### config.mk
export PLATFORM = sky130hd
export DESIGN_NAME = rw_bit_deframer
export DESIGN_NICKNAME = d
export VERILOG_FILES = /design/src/rtl/rw_deframer_pkg.sv /design/src/rtl/rw_sync_fifo.sv /design/src/rtl/rw_bit_deframer.sv
export SDC_FILE = /design/constraint.sdc
export NUM_CORES = 1
export LEC_CHECK = 0
export ABC_AREA = 1
export BUFFER_PORTS_ARGS = -buffer_cell sky130_fd_sc_hd__buf_4
export CAP_MARGIN = 0
export CELL_PAD_IN_SITES_DETAIL_PLACEMENT = 0
export CELL_PAD_IN_SITES_GLOBAL_PLACEMENT = 1
export CORE_MARGIN = 2
export CORE_UTILIZATION = 49
export DETAILED_ROUTE_END_ITERATION = 7
export PLACE_DENSITY_LB_ADDON = 0.1
export SYNTH_ARGS = -nofsm -noshare
export SYNTH_HDL_FRONTEND = slang
export SYNTH_SLANG_ARGS = --single-unit
### constraint.sdc
create_clock -name clk -period 3.95 [get_ports clk]
set_clock_uncertainty 0.2 [all_clocks]
set_input_delay 0.395 -clock clk [delete_from_list [all_inputs] [get_ports clk]]
set_output_delay 0.395 -clock clk [all_outputs]
set_load 0.005 [all_outputs]
### src/rtl/rw_deframer_pkg.sv
// rw_deframer_pkg: shared FSM state type and default sizing for the bit deframer
package rw_deframer_pkg;
    typedef enum logic [1:0] {IDLE, DATA, STOP} state_t;
    localparam int DEF_WIDTH = 8;
    localparam int DEF_DEPTH = 4;
endpackage

### src/rtl/rw_sync_fifo.sv
// rw_sync_fifo: register-based FIFO where a full FIFO still accepts a push when popped on the same edge
module rw_sync_fifo
    import rw_deframer_pkg::*;
#(
    parameter int WIDTH = DEF_WIDTH,
    parameter int DEPTH = DEF_DEPTH
) (
    input  logic                       clk,
    input  logic                       rst,
    input  logic                       push,
    input  logic [WIDTH-1:0]           wdata,
    output logic                       full,
    input  logic                       pop,
    output logic [WIDTH-1:0]           rdata,
    output logic                       empty,
    output logic [$clog2(DEPTH):0]     count
);
    localparam int AW = $clog2(DEPTH);

    logic [WIDTH-1:0] mem [DEPTH];
    logic [AW-1:0]    wptr, rptr;
    logic             do_push, do_pop;

    assign full    = count == (AW+1)'(DEPTH);
    assign empty   = count == '0;
    assign do_pop  = pop && !empty;
    assign do_push = push && (!full || do_pop);
    assign rdata   = mem[rptr];

    // storage, wrapping pointers and occupancy; reset empties and zeroes everything
    always_ff @(posedge clk or posedge rst) begin
        if (rst) begin
            for (int i = 0; i < DEPTH; i++) mem[i] <= '0;
            wptr  <= '0;
            rptr  <= '0;
            count <= '0;
        end else begin
            if (do_push) begin
                mem[wptr] <= wdata;
                wptr      <= wptr + 1'b1;
            end
            if (do_pop) rptr <= rptr + 1'b1;
            count <= count + (AW+1)'(do_push) - (AW+1)'(do_pop);
        end
    end
endmodule

### src/rtl/rw_bit_deframer.sv
// rw_bit_deframer: turns start/data/stop serial frames into words queued in an output FIFO
module rw_bit_deframer
    import rw_deframer_pkg::*;
#(
    parameter int WIDTH = DEF_WIDTH,
    parameter int DEPTH = DEF_DEPTH
) (
    input  logic             clk,
    input  logic             rst,
    input  logic             in_bit,
    input  logic             in_valid,
    output logic [WIDTH-1:0] m_data,
    output logic             m_valid,
    input  logic             m_ready,
    input  logic             clr_err,
    output logic             overflow,
    output logic             frame_err
);
    localparam int CW = $clog2(WIDTH);

    state_t             state;
    logic [CW-1:0]      cnt;
    logic [WIDTH-1:0]   sh;
    logic               push, pop, full, empty, drop;
    logic [$clog2(DEPTH):0] count;

    assign push    = state == STOP && in_valid && !in_bit;
    assign pop     = m_ready && !empty;
    assign drop    = push && full && !pop;
    assign m_valid = count != '0;

    // framing FSM: a 1 starts a frame, WIDTH bits are captured LSB-first, a 0 stop bit completes it
    always_ff @(posedge clk or posedge rst) begin
        if (rst) begin
            state     <= IDLE;
            cnt       <= '0;
            sh        <= '0;
            frame_err <= 1'b0;
        end else begin
            if (in_valid) begin
                case (state)
                    IDLE: begin
                        cnt   <= '0;
                        state <= in_bit ? DATA : IDLE;
                    end
                    DATA: begin
                        sh[cnt] <= in_bit;
                        cnt     <= cnt + 1'b1;
                        state   <= cnt == CW'(WIDTH-1) ? STOP : DATA;
                    end
                    default: state <= IDLE;
                endcase
            end
            frame_err <= (state == STOP && in_valid && in_bit) ? 1'b1 : clr_err ? 1'b0 : frame_err;
        end
    end

    // sticky overflow: a completed word found no room; a fresh drop beats a clear on the same edge
    always_ff @(posedge clk or posedge rst) begin
        if (rst) overflow <= 1'b0;
        else     overflow <= drop ? 1'b1 : clr_err ? 1'b0 : overflow;
    end

    rw_sync_fifo #(.WIDTH(WIDTH), .DEPTH(DEPTH)) u_fifo (
        .clk   (clk),
        .rst   (rst),
        .push  (push),
        .wdata (sh),
        .full  (full),
        .pop   (pop),
        .rdata (m_data),
        .empty (empty),
        .count (count)
    );
endmodule

# Yosys cells after proc, flatten, opt, wreduce, memory -nomap -nowiden
# Index checks and enable logic that the tools add are counted.
[classes] add_sub_neg=5 n_mul=0 div=0 order_cmp=5 n_eq_ne=4 shifts=0 mux=16 n_bitwise=2 reduce_logical=23
[ops] cell="$bwmux 32" count=1
[ops] cell="$mux 8" count=3
[ops] cell="$bmux 8 s2" count=1
[ops] cell="$demux 8 s2" count=1
[ops] cell="$logic_and 1x1->1" count=10
[ops] cell="$bwmux 8" count=1
[ops] cell="$eq 3x3->1 const B" count=2
[ops] cell="$ge 3x3->1 const B" count=2
[ops] cell="$not 2->3" count=2
[ops] cell="$pmux 3 s2" count=1
[ops] cell="$reduce_bool 2->1" count=3
[ops] cell="$mux 1" count=5
[ops] cell="$add 2x1->2 const B" count=2
[ops] cell="$logic_not 1->1" count=4
[ops] cell="$lt 3x4->1 const B" count=1
[ops] cell="$pmux 2 s2" count=1
[ops] cell="$reduce_and 2->1" count=2
[ops] cell="$add 3x1->3" count=1
[ops] cell="$add 3x1->3 const B" count=1
[ops] cell="$demux 1 s3" count=1
[ops] cell="$ge 3x1->1 const B" count=1
[ops] cell="$logic_not 3->1" count=1
[ops] cell="$lt 3x1->1 const B" count=1
[ops] cell="$reduce_bool 3->1" count=1
[ops] cell="6 further kinds" count=6
[totals] register_bits=54 latch_bits=0 ramBits=0 mem_bits_ro=0 in_bits=6 output_inout_bits=11 memories=0

# Depth between registers and ports, before layout
[depth] word_depth=8 depth_mapped=10 ltp_nobuf=10

# Cells and area by module
# From an unflattened synthesis, not the netlist that was laid out.
[hier_totals] cells_unflattened=332 area_unflattened_um2=2745.1
[by_module_without_submodules] mod="rw_sync_fifo" instances=1 cells_each=233 area_per_inst_um2=1978.1 seq_area_each_um2=975.9
[by_module_without_submodules] mod="rw_bit_deframer" instances=1 cells_each=99 area_per_inst_um2=767.0 seq_area_each_um2=375.4

# Worst setup path after synthesis
# Ideal clock, no wire load.
[synth_path] path_kind="register -> register" from="register u_fifo.count[1]" to="register u_fifo.count[2]" setup_ps=129 arrival_ps=1779 path_slack_ps=1842 path_stages_with_launch=11 path_cell_list="dfrtp_1 -> nor2_1 -> nand2_1 -> nand2_1 -> inv_1 -> nand2_1 -> o21ai_0 -> ha_1 -> fa_1 -> xnor2_1 -> xor2_1"
[synth_via] elab_chain_cells=8
[synth_rtl] element="from (decl)" line="rw_sync_fifo.sv:16" rtl="output logic [$clog2(DEPTH):0] count"
[synth_rtl] element="from (signal assigned)" line="rw_sync_fifo.sv:43" rtl="count <= count + (AW+1)'(do_push) - (AW+1)'(do_pop);"
[synth_rtl] element="$logic_not 3->1" line="rw_sync_fifo.sv:25" rtl="assign empty = count == '0;"
[synth_rtl] element="$logic_not 1->1" line="rw_sync_fifo.sv:26, rw_bit_deframer.sv:28"
[synth_rtl] element="$logic_and 1x1->1" line="rw_bit_deframer.sv:28" rtl="assign pop = m_ready && !empty;"
[synth_rtl] element="$logic_and 1x1->1" line="rw_sync_fifo.sv:26" rtl="assign do_pop = pop && !empty;"
[synth_rtl] element="$logic_or 1x1->1" line="rw_sync_fifo.sv:27" rtl="assign do_push = push && (!full || do_pop);"
[synth_rtl] element="$logic_and 1x1->1" line="rw_sync_fifo.sv:27"
[synth_rtl] element="$add 3x1->3" line="rw_sync_fifo.sv:43"
[synth_rtl] element="$sub 3x1->3 (*)" line="rw_sync_fifo.sv:43"
# Mark *: on every way between the ends. The rest lies on a longest branch, timed or not.
# A chain may end at the register's enable or synchronous reset.

# Worst setup path after layout
[layout_path] from="register u_fifo.rptr[0]" to="output m_data[7]"
[layout_via] elab_chain_cells=4
[layout_rtl] element="from (decl)" line="rw_sync_fifo.sv:21" rtl="logic [AW-1:0] wptr, rptr;"
[layout_rtl] element="from (signal assigned)" line="rw_sync_fifo.sv:42" rtl="if (do_pop) rptr <= rptr + 1'b1;"
[layout_rtl] element="$not 2->3 (implied by the code)" line="rw_sync_fifo.sv:28" rtl="assign rdata = mem[rptr];"
[layout_rtl] element="$bmux 8 s2" line="rw_sync_fifo.sv:28"
[layout_rtl] element="$mux 8 (implied by the code) (2 in a row)" line="rw_sync_fifo.sv:28"
[layout_rtl] element="to (decl)" line="rw_bit_deframer.sv:12" rtl="output logic [WIDTH-1:0] m_data,"
# Every way passes these cells. The select of a mux whose other input is x is not followed.

==> impl_metrics.tcl <==
set metrics [dict create \
    status "finished, final reports clean" \
    wl_per_cell_um 14.7 \
    layout-drive-gt1-share_pct 9.82 \
    final_util_pct 54.0 \
    cts_tree "yes" \
    area_delta_synth_final_pct 7.82 \
    yosysMostFrequentCell "nand2_1" \
    ys_warn_count 0 \
    post_cts_buffers 0 \
    cp.required_ns 3.36 \
    fmax_mhz 378 \
    yosysSeqAreaShare_pct 50.0 \
    synth_flop_cell "dfrtp_1" \
    final_antenna_net_count 0 \
    drt_first_pass_iters 4 \
    synthTopCellsByArea "dfrtp_1 50%, nand2_1 13%, nand4_1 7.6%" \
    drc 0 \
    grt_pass1_vias 1978 \
    ys_top_cells_by_count "95 x nand2_1, 54 x dfrtp_1, 33 x nand4_1, 30 x o21ai_0, 25 x nor2_1" \
    cts_max_level 2 \
    cts.sinks 54 \
    whs_ns 0.0783 \
    synth_top_area_share_pct 50.0 \
    placed_cell_area_um2 2810 \
    overflow 0 \
    ioPinCount 17 \
    arrival_ns 2.05 \
    io_buffers 16 \
    antenna_found_initial 0 \
    cts_resized 0 \
    ys_ff_latch 54 \
    syn-num-nets 330 \
    num_vias 2098 \
    root_buffer "clkbuf_8" \
    syn_area_um2 2710 \
    drv_cap 0 \
    finalSetupTns_ns 0 \
    fin_crit_sh_pct 67.0 \
    rr_worst_depth 9 \
    fin_crit_ns 2.65 \
    cts_made_buffers 5 \
    powerDensity_nw_per_um2 512 \
    start_util_pct 50.0 \
    critical_path_class "register to output port" \
    whs_path_depth 2 \
    rsz0062_at_grt "no" \
    insertion_delay_ns 0.31 \
    die_area_um2 6130 \
    final_area_um2 2920 \
    hpwl_mm 3.98 \
    cts.reportedPaths.clkPinSlew_ns 0.09 \
    worst_setup_path_end_kind "output port" \
    drtIter0Drc 141 \
    cts_buffer_depth 2 \
    leakagePower_nw 1.51 \
    grt_max_degree 51 \
    ir_drop_v 0.000289 \
    slew_violations 0 \
    tightest_slew_ns 1.05 \
    synth_edf_count 0 \
    nets 339 \
    crit_fanout 18 \
    syn_avg_cell_area_um2 8.56 \
    rows 27 \
    grt_pass1_wl_mm 10.1 \
    fp.coreArea_um2 5410 \
    drt-total-wl_mm 5.84 \
    n_antenna_cell 0 \
    yosysTopAreaCell "dfrtp_1" \
    hold_buffers 0 \
    slew_headroom_pct 29.7 \
    die_w_um 78.3 \
    routed_via_density 5.27 \
    gp_congestion 0.801 \
    crit_path_max_incr_delay_ns 0.72 \
    async_reset_ff_share_pct 100 \
    slowest_stage "dfrtp_1" \
    die_y_um 78.3 \
    crit_chain "inv_1 > o21ai_0 > o22ai_1 > buf_4" \
    synthCells 316 \
    grt.total_usage_pct 21.2 \
    hold_path.class "input port to register" \
    setup_viol_count_final 0 \
    cp-start-kind "register" \
    synth_cell_types 22 \
    hold_violations 0 \
]
-- layer usage --
layer | routed length (um) | GRT usage (%) | vias to the layer above
met5 | 0 | 0 | -
met4 | 104 | 7.89 | 0
met3 | 146 | 2.76 | 9
met2 | 2600 | 31.5 | 31
met1 | 2990 | 32.0 | 979
li1 | - | - | 1079
-- cells in the final DEF (no fill, tap or decap), drive strengths merged --
cell    instances
o21bai          1
xor2            2
inv            21
nand2          97
xnor2           1
nor3            1
clkbuf          7
fa              1
nand4          33
o22ai           9
o21ai          30
dfrtp          54
a22oi           1
buf            19
ha              7
nor2           26
bufinv          1
nand3          15
-- worst max-delay path: cells and delay by family, from the launching register on --
| kind | cells | cell delay [ns] |
|---|---|---|
| flip-flops | 1 | 0.72 |
| buffers and inverters | 2 | 0.60 |
| AO/OA/AOI/OAI | 2 | 0.42 |
-- flip-flops by register name, indices dropped and copies added (netlist names) --
register      count
cnt               3
frame_err         1
overflow          1
sh                8
state             2
u_fifo.count      3
u_fifo.mem       32
u_fifo.rptr       2
u_fifo.wptr       2
-- worst paths after layout --
path,start,endpoint,slack [ns]
max,u_fifo.rptr[0],m_data[7],1.30
min,clr_err,frame_err,0.08
max reg2reg,u_fifo.count[1],u_fifo.count[2],1.64
min reg2reg,u_fifo.mem[22],u_fifo.mem[22],0.27
max in group asynchronous,rst,u_fifo.mem[17],2.73
min in group asynchronous,rst,u_fifo.rptr[0],0.14
-- where the power goes --
group / switching (mW) / internal, mW
Clock: 0.173 / 0.190
Sequential: 0.0961 / 0.607
Combinational: 0.245 / 0.184
Total: 0.515 / 0.980
-- layout make-up --
class / count / area, um2
timing repair buffer: 19 / 143
sequential: 54 / 1350
clock inverter: 1 / 30.0
fill: 522 / 2490
inverter: 21 / 78.8
tap: 72 / 90.1
multi-input combinational: 224 / 1150
clock buffer: 7 / 76.3
-- metrics by stage --
| step | std cells | total power [mW] | setup WS [ns] |
|---|---|---|---|
| 2_1_floorplan | 316 | 0.970 | 1.84 |
| 6_report | 398 | 1.49 | 1.30 |
| 4_1_cts | 398 | 1.52 | 1.25 |
| 3_3_place_gp | 390 | 1.14 | 1.58 |
| 3_5_place_dp | 390 | 1.15 | 1.57 |
| 5_1_grt | 398 | 1.60 | 1.12 |
-- logic make-up (layout without fill, tap and decap cells) --
family          after synthesis  count (layout)  share of synthesized area (%)
simple gates                172             172                           29.3
flops                        54              54                           50.0
compound gates               41              41                           8.19
buf+inv                      38              48                           7.63
fa+ha+maj                     8               8                           3.98
xor+xnor                      3               3                          0.972
No activity file was read; power rests on OpenSTA's default activity.
